### src/rtl/rect_finder.sv
// Scans a captured ROWS x COLS bit matrix for axis-aligned rectangles whose four corners are all 1.
// Optional macro RECT_FINDER_COUNT_EN enables the saturating rect_count counter (tied to 0 otherwise).
module rect_finder #(
    parameter int ROWS = 4,
    parameter int COLS = 4
) (
    input  logic                      clk,
    input  logic                      rst,
    input  logic                      start,
    input  logic [ROWS*COLS-1:0]      m_in,
    output logic                      busy,
    output logic                      found_valid,
    input  logic                      found_ready,
    output logic [$clog2(ROWS)-1:0]   r1,
    output logic [$clog2(ROWS)-1:0]   r2,
    output logic [$clog2(COLS)-1:0]   c1,
    output logic [$clog2(COLS)-1:0]   c2,
    output logic                      done,
    output logic [15:0]               rect_count
);

    localparam int RW = $clog2(ROWS);
    localparam int CW = $clog2(COLS);
    localparam int N  = ROWS * COLS;

    localparam logic [RW-1:0] R_MAX = RW'(ROWS - 1);
    localparam logic [RW-1:0] R_PEN = RW'(ROWS - 2);
    localparam logic [CW-1:0] C_MAX = CW'(COLS - 1);
    localparam logic [CW-1:0] C_PEN = CW'(COLS - 2);

    typedef enum logic [1:0] {IDLE, SCAN, HOLD, DONE} state_t;

    state_t          state, state_nxt;
    logic [N-1:0]    mat;
    logic [RW-1:0]   cr1, cr2, nr1, nr2;
    logic [CW-1:0]   cc1, cc2, nc1, nc2;
    logic            grid [ROWS][COLS];
    logic            hit;
    logic            last;
    logic            accept;
    logic            advance;

    // Element (r,c) lives at bit N-1-(r*COLS+c): row 0, column 0 is the MSB.
    for (genvar gr = 0; gr < ROWS; gr++) begin : g_row
        for (genvar gc = 0; gc < COLS; gc++) begin : g_col
            assign grid[gr][gc] = mat[N-1-(gr*COLS+gc)];
        end
    end

    assign hit    = grid[cr1][cc1] & grid[cr1][cc2] & grid[cr2][cc1] & grid[cr2][cc2];
    assign last   = (cr1 == R_PEN) && (cr2 == R_MAX) && (cc1 == C_PEN) && (cc2 == C_MAX);
    assign accept = (state == HOLD) && found_ready;
    assign advance = ((state == SCAN) && !hit && !last) || (accept && !last);

    // Lexicographic successor: c2 fastest, then c1, r2, r1.
    always_comb begin
        nr1 = cr1;
        nr2 = cr2;
        nc1 = cc1;
        nc2 = cc2;
        if (cc2 != C_MAX) begin
            nc2 = cc2 + 1'b1;
        end else if (cc1 != C_PEN) begin
            nc1 = cc1 + 1'b1;
            nc2 = cc1 + CW'(2);
        end else begin
            nc1 = '0;
            nc2 = CW'(1);
            if (cr2 != R_MAX) begin
                nr2 = cr2 + 1'b1;
            end else begin
                nr1 = cr1 + 1'b1;
                nr2 = cr1 + RW'(2);
            end
        end
    end

    always_comb begin
        state_nxt   = state;
        busy        = (state != IDLE);
        found_valid = (state == HOLD);
        done        = (state == DONE);
        r1          = '0;
        r2          = '0;
        c1          = '0;
        c2          = '0;
        unique case (state)
            IDLE: if (start) state_nxt = SCAN;
            SCAN: begin
                if (hit)       state_nxt = HOLD;
                else if (last) state_nxt = DONE;
            end
            HOLD: begin
                r1 = cr1;
                r2 = cr2;
                c1 = cc1;
                c2 = cc2;
                if (found_ready) state_nxt = last ? DONE : SCAN;
            end
            DONE: state_nxt = IDLE;
            default: state_nxt = IDLE;
        endcase
    end

    always_ff @(posedge clk) begin
        if (rst) begin
            state <= IDLE;
            mat   <= '0;
            cr1   <= '0;
            cr2   <= '0;
            cc1   <= '0;
            cc2   <= '0;
        end else begin
            state <= state_nxt;
            if ((state == IDLE) && start) begin
                mat <= m_in;
                cr1 <= '0;
                cr2 <= RW'(1);
                cc1 <= '0;
                cc2 <= CW'(1);
            end else if (advance) begin
                cr1 <= nr1;
                cr2 <= nr2;
                cc1 <= nc1;
                cc2 <= nc2;
            end
        end
    end

`ifdef RECT_FINDER_COUNT_EN
    logic [15:0] cnt;

    function automatic logic [15:0] sat_inc(input logic [15:0] v);
        return (v == 16'hFFFF) ? v : v + 16'd1;
    endfunction

    always_ff @(posedge clk) begin
        if (rst) begin
            cnt <= '0;
        end else if ((state == IDLE) && start) begin
            cnt <= '0;
        end else if (accept) begin
            cnt <= sat_inc(cnt);
        end
    end

    assign rect_count = cnt;
`else
    assign rect_count = '0;
`endif

endmodule

### config.mk
export PLATFORM = sky130hd
export DESIGN_NAME = rect_finder
export DESIGN_NICKNAME = d
export VERILOG_FILES = /design/src/rtl/rect_finder.sv
export SDC_FILE = /design/constraint.sdc
export NUM_CORES = 1
export LEC_CHECK = 0
export ABC_AREA = 1
export CAP_MARGIN = 20
export CORE_ASPECT_RATIO = 1.1
export CORE_MARGIN = 8
export CORE_UTILIZATION = 45
export CTS_BUF_LIST = sky130_fd_sc_hd__clkbuf_2 sky130_fd_sc_hd__clkbuf_4 sky130_fd_sc_hd__clkbuf_8
export CTS_CLUSTER_SIZE = 10
export DETAILED_ROUTE_END_ITERATION = 6
export PLACE_DENSITY = 0.76
export SLEW_MARGIN = 30
export SYNTH_ARGS = -nofsm -noshare
export SYNTH_HDL_FRONTEND = slang
export SYNTH_SLANG_ARGS = --single-unit
### constraint.sdc
create_clock -name clk -period 2.2 [get_ports clk]
set_input_delay 0.22 -clock clk [delete_from_list [all_inputs] [get_ports clk]]
set_output_delay 0.22 -clock clk [all_outputs]
set_load 0.02 [all_outputs]
==> metrics, run 1 <==
outcome=finished clean; fin nets=330; largest cells by area after synthesis=dfxtp_1 (31%), nand2_1 (14%), nor2_1 (12%); Die Span Y=80.6 um; grt ovf=0; share of cells above drive strength 1=0.0686; antenna cells=0; CTS Buf Count=3; Clock Pin Slew Worst Setup and Hold Paths=0.09 ns; Clock Latency Late Sink=0.27 ns; grt met2 use=0.264; power per cell area=580 mW/mm^2; H-tree levels=1; post-CTS setup buffer count=0; Crit path arrival time=1.78 ns; cells after synthesis=275; GPL Wtd Cong=0.916; area leader, netlist=dfxtp_1; global-route wire length before repair=7.42 mm; Max Clock Skew=0.00487 ns; Pre-antenna DRT Iters=4; Core Area=0.00363 mm^2; Peak VDD IR=0.000327 V; EDFF count, synth=0; Die Span X=74.7 um; final setup TNS=0 ns; Initial Utilization=0.470; Syn Area/Cell=6.20 um^2; Synth Register Bits=26; Synth Warn #=0; Max-Cap Viols=0; Post-Route WL=4.41 mm; final hold slack=0.483 ns; DR iter-0 viols=143; Setup Crit Path Kind=flip-flop to primary output; RSZ-0062 raised after global routing=false; Final period util=0.907; cell leakage power=0.910 nW; Critical Path Fanout Max=10; async set-reset flop share out of synthesis=0; Tmin final=2.00 ns; vias in the first global route=1691; Final Max Tran Viols=0; number of remaining DRC errors=0; worst slew pin tran=0.686 ns; list of most frequent post-synthesis cells=nand2_1 (65), nor2_1 (55), nand3_1 (27); CTS sink cnt=26; global routing's busiest layer=met2; antenna violation net count after detailed routing=0; CP Launch Type=flip-flop; fmax=501 MHz; CP required=1.98 ns; DPL Wire Length=3.28 mm; vias per cell=5.03; Core Rows=23; Clock Path Buffers=2; final hold violation count=0; count of different cell masters after synthesis=26; CTS tree=built; Crit. End Element=primary output; grt met1 use=0.181; Worst slew margin=0.542; area fraction of the dominant cell type after synthesis=0.305; largest net degree at the start of global routing=25; Top FF cell, synth=dfxtp_1; buffers added on ports=30; register area share after synthesis=0.305; met3 Usage GRT=0.0274; io pins=47; total global-route track usage=0.152; # setup viols final=0; routed len/inst=12.4 um; Die Area=0.00602 mm^2; vias post-DR=1792; min-delay worst type=flip-flop to flip-flop; Mapped Area=0.00171 mm^2; initial antenna violation count=0; area growth from synthesis to layout=20.1%; cell with the most instances after synthesis=nand2_1; Root Driver=clkbuf_8
## metrics by stage
stage / instances / cell area (um^2) / setup WS (ns) / total power, mW / util
detailed placement: 352 / 1990 / 0.313 / 0.881 / 0.550
CTS: 356 / 2050 / 0.000451 / 1.19 / 0.565
global route: 356 / 2050 / 0.0860 / 1.27 / 0.565
finish: 356 / 2050 / 0.204 / 1.19 / 0.565
global placement: 352 / 1990 / 0.334 / 0.873 / 0.550
floorplan: 290 / 1760 / 0.483 / 0.803 / -
## state kept, by name, summed over array words and instances (netlist names)
name	count
state	2
cc2	2
cr2	2
cr1	2
cc1	2
grid	16
## path summary, 6_finish.rpt
check,start,endpoint,slack (ns),depth (start not counted)
worst max-delay path,state[1],r1[1],0.20,5
worst max register to register,cc2[1],cr2[0],0.26,9
worst min-delay path,grid[12],grid[12],0.48,2
worst min register to register,grid[12],grid[12],0.48,2
## cell usage in the layout (no fill, tap or decap), drive strengths merged
| cell | instances |
|---|---|
| clkdlybuf4s50 | 30 |
| o21a | 1 |
| ha | 3 |
| nand3 | 30 |
| buf | 5 |
| nand2 | 66 |
| or2 | 1 |
| nand3b | 1 |
| a21oi | 12 |
| dfxtp | 26 |
| nand4 | 3 |
| o21ai | 21 |
| a211oi | 2 |
| clkbuf | 4 |
| nor2 | 57 |
| o211ai | 3 |
| conb | 16 |
| nor3b | 1 |
| inv | 24 |
## power by group
group          internal, mW  leakage, nW  switching, mW
clock network         0.160       0.0288          0.152
logic                 0.126        0.667          0.203
registers             0.515        0.214         0.0332
## critical path: stages (launching register included)
cell and delay (ns):
dfxtp_1 0.37, inv_1 0.06, nor2_1 0.18, inv_2 0.14
nor2_1 0.14, clkdlybuf4s50_1 0.62
## metal layers
metal  up-vias  wire (um)
li1        911          -
met1       809       1910
met2        63       2060
met3         9        352
met4         0         82
met5         -          0
## cells by family after synthesis
logic type	count (synthesis)	synth area share
AOI/OAI and AO/OA	39	0.123
adders and majority gates	3	0.0220
buffers and inverters	47	0.152
DFF	26	0.305
other	1	0.00220
and+or+nand+nor	159	0.395
## area by class of cell
class	instances	area, um^2
repair buffers	35	338
clock buffers	4	55.1
inverters	24	90.1
flip-flops and latches	26	520
multi-input cells	217	982
fillers	377	1580
well taps	50	62.6
## timing repair
action / 4_1_cts / 5_1_grt
endpoints found under the setup margin: 0 / 8
hold buffers: 0 / 0
gates resized for setup: 0 / 1
Note: power is estimated with default switching activity, not from simulation.
==> run 2: changes to the inputs <==
--- a/config.mk
+++ b/config.mk
@@ -6,13 +6,15 @@
 export NUM_CORES = 1
 export LEC_CHECK = 0
 export ABC_AREA = 1
-export CAP_MARGIN = 20
+export CAP_MARGIN = 5
 export CORE_ASPECT_RATIO = 1.1
 export CORE_MARGIN = 8
 export CORE_UTILIZATION = 45
 export CTS_BUF_LIST = sky130_fd_sc_hd__clkbuf_2 sky130_fd_sc_hd__clkbuf_4 sky130_fd_sc_hd__clkbuf_8
 export CTS_CLUSTER_SIZE = 10
 export DETAILED_ROUTE_END_ITERATION = 6
+export GPL_ROUTABILITY_DRIVEN = 0
+export HOLD_SLACK_MARGIN = 0.03
 export PLACE_DENSITY = 0.76
 export SLEW_MARGIN = 30
 export SYNTH_ARGS = -nofsm -noshare
==> results of run 2 <==
Same layout as run 1: the final DEF is identical, and so are final timing and power.
==> run 3: changes to the inputs <==
--- a/config.mk
+++ b/config.mk
@@ -16,6 +16,7 @@
 export GPL_ROUTABILITY_DRIVEN = 0
 export HOLD_SLACK_MARGIN = 0.03
 export PLACE_DENSITY = 0.76
+export SKIP_CTS_REPAIR_TIMING = 1
 export SLEW_MARGIN = 30
 export SYNTH_ARGS = -nofsm -noshare
 export SYNTH_HDL_FRONTEND = slang
==> results of run 3 <==
Same layout as run 1: the final DEF is identical, and so are final timing and power.
